File: config.mk
export PLATFORM = sky130hd
export DESIGN_NAME = dco_row_encoder
export DESIGN_NICKNAME = d
export VERILOG_FILES = /design/src/rtl/dco_enc_pkg.sv /design/src/rtl/popcount_tree.sv /design/src/rtl/dco_row_encoder.sv
export SDC_FILE = /design/constraint.sdc
export NUM_CORES = 1
export LEC_CHECK = 0
export CAP_MARGIN = 40
export CORE_MARGIN = 8
export CORE_UTILIZATION = 30
export CTS_BUF_LIST = sky130_fd_sc_hd__clkbuf_8
export DETAILED_ROUTE_END_ITERATION = 6
export PLACE_DENSITY = 0.78
export SYNTH_ARGS = -nofsm -noshare
export SYNTH_HDL_FRONTEND = slang
export SYNTH_SLANG_ARGS = --single-unit
File: constraint.sdc
create_clock -name clk -period 0.8 [get_ports clk]
set_clock_uncertainty 0.1 [all_clocks]
set_input_delay 0.16 -clock clk [delete_from_list [all_inputs] [get_ports clk]]
set_output_delay 0.16 -clock clk [all_outputs]
set_load 0.03 [all_outputs]
File: src/rtl/dco_enc_pkg.sv
// Shared widths and types for the DCO row thermometer encoder.
package dco_enc_pkg;

    localparam int ROW_W = 16;
    localparam int CNT_W = $clog2(ROW_W + 1);

    typedef logic [ROW_W-1:0] row_word_t;
    typedef logic [CNT_W-1:0] cap_cnt_t;

endpackage

File: src/rtl/popcount_tree.sv
// Combinational pairwise adder tree counting the ones in a W-bit word.
module popcount_tree
    import dco_enc_pkg::*;
#(
    parameter int W = ROW_W
) (
    input  logic [W-1:0]               bits,
    output logic [$clog2(W+1)-1:0]     sum
);

    localparam int SUM_W  = $clog2(W + 1);
    localparam int LEVELS = $clog2(W);
    localparam int LEAVES = 1 << LEVELS;

    // Heap layout: node[1] is the root, node[LEAVES+i] holds bit i (zero padded).
    logic [SUM_W-1:0] node [2*LEAVES];

    assign node[0] = '0;

    for (genvar i = 0; i < LEAVES; i++) begin : g_leaf
        if (i < W) begin : g_bit
            assign node[LEAVES+i] = SUM_W'(bits[i]);
        end else begin : g_pad
            assign node[LEAVES+i] = '0;
        end
    end

    for (genvar n = 1; n < LEAVES; n++) begin : g_add
        assign node[n] = node[2*n] + node[2*n+1];
    end

    assign sum = node[1];

endmodule

File: src/rtl/dco_row_encoder.sv
// Registered, bubble-tolerant population count of the FLB row thermometer word,
// with a flag for codes whose ones are not contiguous from bit 0.
module dco_row_encoder
#(
    parameter int ROW_W = 16,
    parameter int OUT_W = 32
) (
    input  logic             clk,
    input  logic             rst,
    input  logic [ROW_W-1:0] row_p,
    output logic [OUT_W-1:0] dco_cap_num,
    output logic             thrm_err
);

    import dco_enc_pkg::*;

    localparam int SUM_W = $clog2(ROW_W + 1);

    logic [SUM_W-1:0] ones_p0;
    logic [ROW_W-1:0] row_inc_p0;
    logic             bubble_p0;
    logic [OUT_W-1:0] cap_p1;
    logic             err_p1;

    popcount_tree #(.W(ROW_W)) u_popcount (
        .bits (row_p),
        .sum  (ones_p0)
    );

    // Legal codes are 2^k-1; all-ones wraps to zero on increment and stays legal.
    assign row_inc_p0 = row_p + ROW_W'(1);
    assign bubble_p0  = |(row_p & row_inc_p0);

    // Stage p0 -> p1: single capture register.
    always_ff @(posedge clk or posedge rst) begin
        if (rst) begin
            cap_p1 <= '0;
            err_p1 <= 1'b0;
        end else begin
            cap_p1 <= OUT_W'(ones_p0);
            err_p1 <= bubble_p0;
        end
    end

    assign dco_cap_num = cap_p1;
    assign thrm_err    = err_p1;

endmodule

==> metrics list, run 1 <==
* Most area-hungry cell type in the Yosys netlist: sky130_fd_sc_hd__buf_4
* Violations in the final reports: negative setup slack
- The final layout contains 194 nets.
- Registers are responsible for 15.7% of the overall power.
- Detailed-routing iteration count for the pre-antenna-repair pass: 4
- Largest stage delay, worst path: 0.56 ns
- The die is 72.3 um tall.
- Counting every sink on the clock net gives 6.
- Global routing consumed, over all layers together, 8.13% of the routing resources.
- Result of the run: finished, violations left
* Antenna-violating nets left: 0
* Maximum number of pins on one net before global-route repair: 7
* Clk root buf: sky130_fd_sc_hd__clkbuf_8
- The tool flagged a number of max-cap violations equal to 0.
* Share of the synthesized area in the top cell type: 21.3%
- The routed design could run at a clock period as short as 3.05 ns.
* Mean post-synth cell area: 8.82 um2
- Setup violations remaining at the end of the flow were counted as 12.
- Counting buffers and inverters, the worst setup path is 11 cells deep.
- In this run, the combinational gates consume 70.1% of the power.
* Relative contribution of the clock network to total power: 14.1%
- Required time reported for the critical path endpoint: 0.81 ns
- Counting flops with a built-in enable in the synthesized netlist gives 0.
- Internal power comes to 1.77 mW.
- After synthesis, the share of flip-flops with an asynchronous set or reset is 100%.
* Top delay family on crit path: adder cells
* Worst Setup End Kind: flop
- Fmax achieved: 328 MHz
- Leakage power: 0.746 nW
- Fin area: 0.00150 mm2
* Startpoint of the most critical setup path: row_p[11]
* Drt total wl: 2.27 mm
- Most used flip-flop cell after synthesis: sky130_fd_sc_hd__dfrtp_1
- Traced cell by cell, the critical path runs through buf_4 -> inv_4 -> fa_1 -> fa_1 -> fa_2 -> fa_1 -> inv_2 -> ha_4 -> inv_2 -> fa_2 -> inv_1.
- The worst setup path is of the primary input to flop kind.
- Once placement finished, the instance area stood at 0.00132 mm2.
- Chip width: 72.3 um
- For this design, the slowest cell found on the critical path is sky130_fd_sc_hd__fa_1.
- The first routing iteration left 28 violations.
* Area delta synth->final: 57.3%
- Cells after Synth: 108
* Dominant cell type by count on the critical path: sky130_fd_sc_hd__fa_1
- Wirelength per Cell: 11.3 um
- Hold Vio Cnt, Final: 0
* Starting Density: 31.4%
* Capture point of the worst path: dco_cap_num[1]$_DFF_PP0_
* Initial antenna violation count: 0
- In the post-synthesis netlist, the cell with the most instances is sky130_fd_sc_hd__inv_1.
- TritonCTS built the clock tree.
- Type of the tightest min-delay check: primary input to async pin
- RSZ-0062 raised after global routing: true
* Final global-route overflow total: 0
- After detailed routing, the number of vias per cell comes to 3.97.
- Core occupancy in the finished layout: 49.5%
- Routed vias: 797
* VDD IR-drop max: 0.947 mV
- TritonCTS created 3 clock buffers.
- Dominant cells by area after synthesis: sky130_fd_sc_hd__buf_4 21%, sky130_fd_sc_hd__fa_1 21%, sky130_fd_sc_hd__dfrtp_1 16%
* Number of distinct standard cells referenced by the synthesized netlist: 22
- For this design the top-level I/O count stands at 51.
- Post-synthesis sequential area ratio: 15.8%
* Number of synthesis warnings: 0
- The commonest cells after synthesis are 28 x sky130_fd_sc_hd__inv_1, 27 x sky130_fd_sc_hd__buf_4, 10 x sky130_fd_sc_hd__fa_1, 7 x sky130_fd_sc_hd__ha_1, 6 x sky130_fd_sc_hd__dfrtp_1.
* Total net switching power: 1.28 mW
* Clock-pin slew on the worst setup and hold paths: 0.03 ns
* CTS max path bufs: 2
* Worst path arrival time: 3.06 ns
- Dpl hpwl: 1.86 mm
- The floorplan has 20 rows.
- Cells with a size suffix above 1 make up 45.2% of the layout.
- Max-slew violation total from the final report: 0
* Post-route fraction of the period consumed by the critical path: 381%
* Weighted congestion at the end of routability-driven global placement: 0.876
- Area of the placeable core: 0.00303 mm2
- The worst setup path is launched from a primary input.
- In the post-route analysis, the smallest setup slack over all paths is -2.25 ns.
- In this run the worst path has a maximum fanout of 2.
- The first global-routing pass estimated 3.42 mm of wire.
* H-tree Lvls: 1
- Net switching is 42.0% of the power.
- Via count of the first global-routing pass: 802
- The floorplan step defined a die boundary enclosing 0.00523 mm2.
* Synthesis-stage register bit count: 6
- Diode insertion count for antenna repair: 0
- Number of DRC violations after detailed routing: 0
- Number of I/O port buffers: 23
* PD cells: 2030 mW/mm2
- Together, buffers and inverters on the worst path number 5.
- Total of hold buffers inserted after clock tree synthesis: 0
* Area of the mapped netlist: 952 um2
power groups by stage:
| stage | Combinational, mW | Clock [mW] | Sequential, mW |
|---|---|---|---|
| 2_1_floorplan | 1.16 | 0 | 0.693 |
| 3_3_place_gp | 1.91 | 0 | 0.460 |
| 3_5_place_dp | 1.92 | 0 | 0.460 |
| 4_1_cts | 2.14 | 0.443 | 0.479 |
| 5_1_grt | 2.33 | 0.465 | 0.486 |
| 6_report | 2.13 | 0.430 | 0.479 |
state kept, by name, summed over array words and instances, names as in the netlist:
register and flops:
dco_cap_num 5, thrm_err 1
stage by stage:
step                TNS (ns)  worst slack [ns]  cells  total power, mW  hold WS, ns
finish                -12.18             -2.25    201             3.04       0.0568
global route          -12.71             -2.32    201             3.28        0.103
CTS                   -12.40             -2.26    199             3.06       0.0594
detailed placement    -15.54             -3.01    194             2.38        0.289
global placement      -15.53             -3.01    194             2.37        0.285
floorplan             -11.32             -2.30    134             1.85       -0.149
worst min-delay path by stage:
stage	to	slack (ns)	cells after the start
final	dco_cap_num[0]$_DFF_PP0_	0.06	2
after global routing	dco_cap_num[3]$_DFF_PP0_	0.10	2
after CTS	dco_cap_num[3]$_DFF_PP0_	0.06	2
after detailed placement	dco_cap_num[3]$_DFF_PP0_	0.29	2
after global placement	dco_cap_num[2]$_DFF_PP0_	0.29	2
after floorplan	dco_cap_num[0]$_DFF_PP0_	-0.15	1
kinds of logic (layout without fill, tap and decap cells):
| group | after synthesis | in the layout | share of synthesized area (%) |
|---|---|---|---|
| AO/OA/AOI/OAI | 15 | 15 | 11.6 |
| XOR/XNOR | 2 | 2 | 1.84 |
| AND/OR/NAND/NOR | 12 | 12 | 7.88 |
| flip-flops | 6 | 6 | 15.8 |
| other | 1 | 27 | 0.394 |
| adder cells (fa/ha/maj) | 17 | 17 | 30.2 |
| buffers and inverters | 55 | 78 | 32.3 |
area by class of cell:
class,instances,area [um2]
clock buffers,3,41.3
fillers,272,1530
inverters,28,118
multi-input cells,73,711
flip-flops and latches,6,150
well taps,44,55.1
repair buffers,47,423
cell usage in the layout (no fill, tap or decap), types with 2 or more instances in the layout:
cell | netlist | final
sky130_fd_sc_hd__conb_1 | 1 | 27
sky130_fd_sc_hd__buf_4 | 27 | 20
sky130_fd_sc_hd__inv_1 | 28 | 16
sky130_fd_sc_hd__buf_6 | 0 | 16
sky130_fd_sc_hd__inv_2 | 0 | 9
sky130_fd_sc_hd__fa_1 | 10 | 7
sky130_fd_sc_hd__dfrtp_1 | 6 | 6
sky130_fd_sc_hd__nand4_1 | 5 | 5
sky130_fd_sc_hd__ha_1 | 7 | 4
sky130_fd_sc_hd__nand3_1 | 3 | 3
sky130_fd_sc_hd__fa_2 | 0 | 3
sky130_fd_sc_hd__ha_4 | 0 | 3
sky130_fd_sc_hd__clkbuf_8 | 0 | 3
sky130_fd_sc_hd__dlygate4sd2_1 | 0 | 3
sky130_fd_sc_hd__buf_2 | 0 | 3
sky130_fd_sc_hd__inv_4 | 0 | 2
sky130_fd_sc_hd__xnor2_1 | 2 | 2
sky130_fd_sc_hd__o31ai_4 | 0 | 2
sky130_fd_sc_hd__o21ai_0 | 4 | 2
sky130_fd_sc_hd__o21ai_1 | 0 | 2
what timing repair did:
item | CTS | global route
gates cloned | 0 | 0
resized for setup | 81 | 12
buffers inserted | 2 | 2
endpoints found under the setup margin | 12 | 12
pin swaps | 13 | 12
per-layer routing:
| metal | share of wire (%) | track usage (%) | up-vias |
|---|---|---|---|
| li1 | - | - | 388 |
| met3 | 5.2 | 2.48 | 2 |
| met2 | 56 | 16.0 | 32 |
| met5 | 0 | 0 | - |
| met1 | 38 | 7.85 | 375 |
| met4 | 0.53 | 2.04 | 0 |
Note: power is estimated with default switching activity, not from simulation.
==> run 2: changes to the inputs <==
GPL_ROUTABILITY_DRIVEN = 0   (was default)
==> results of run 2 <==
Final layout, timing and power as in run 1 (identical DEF).
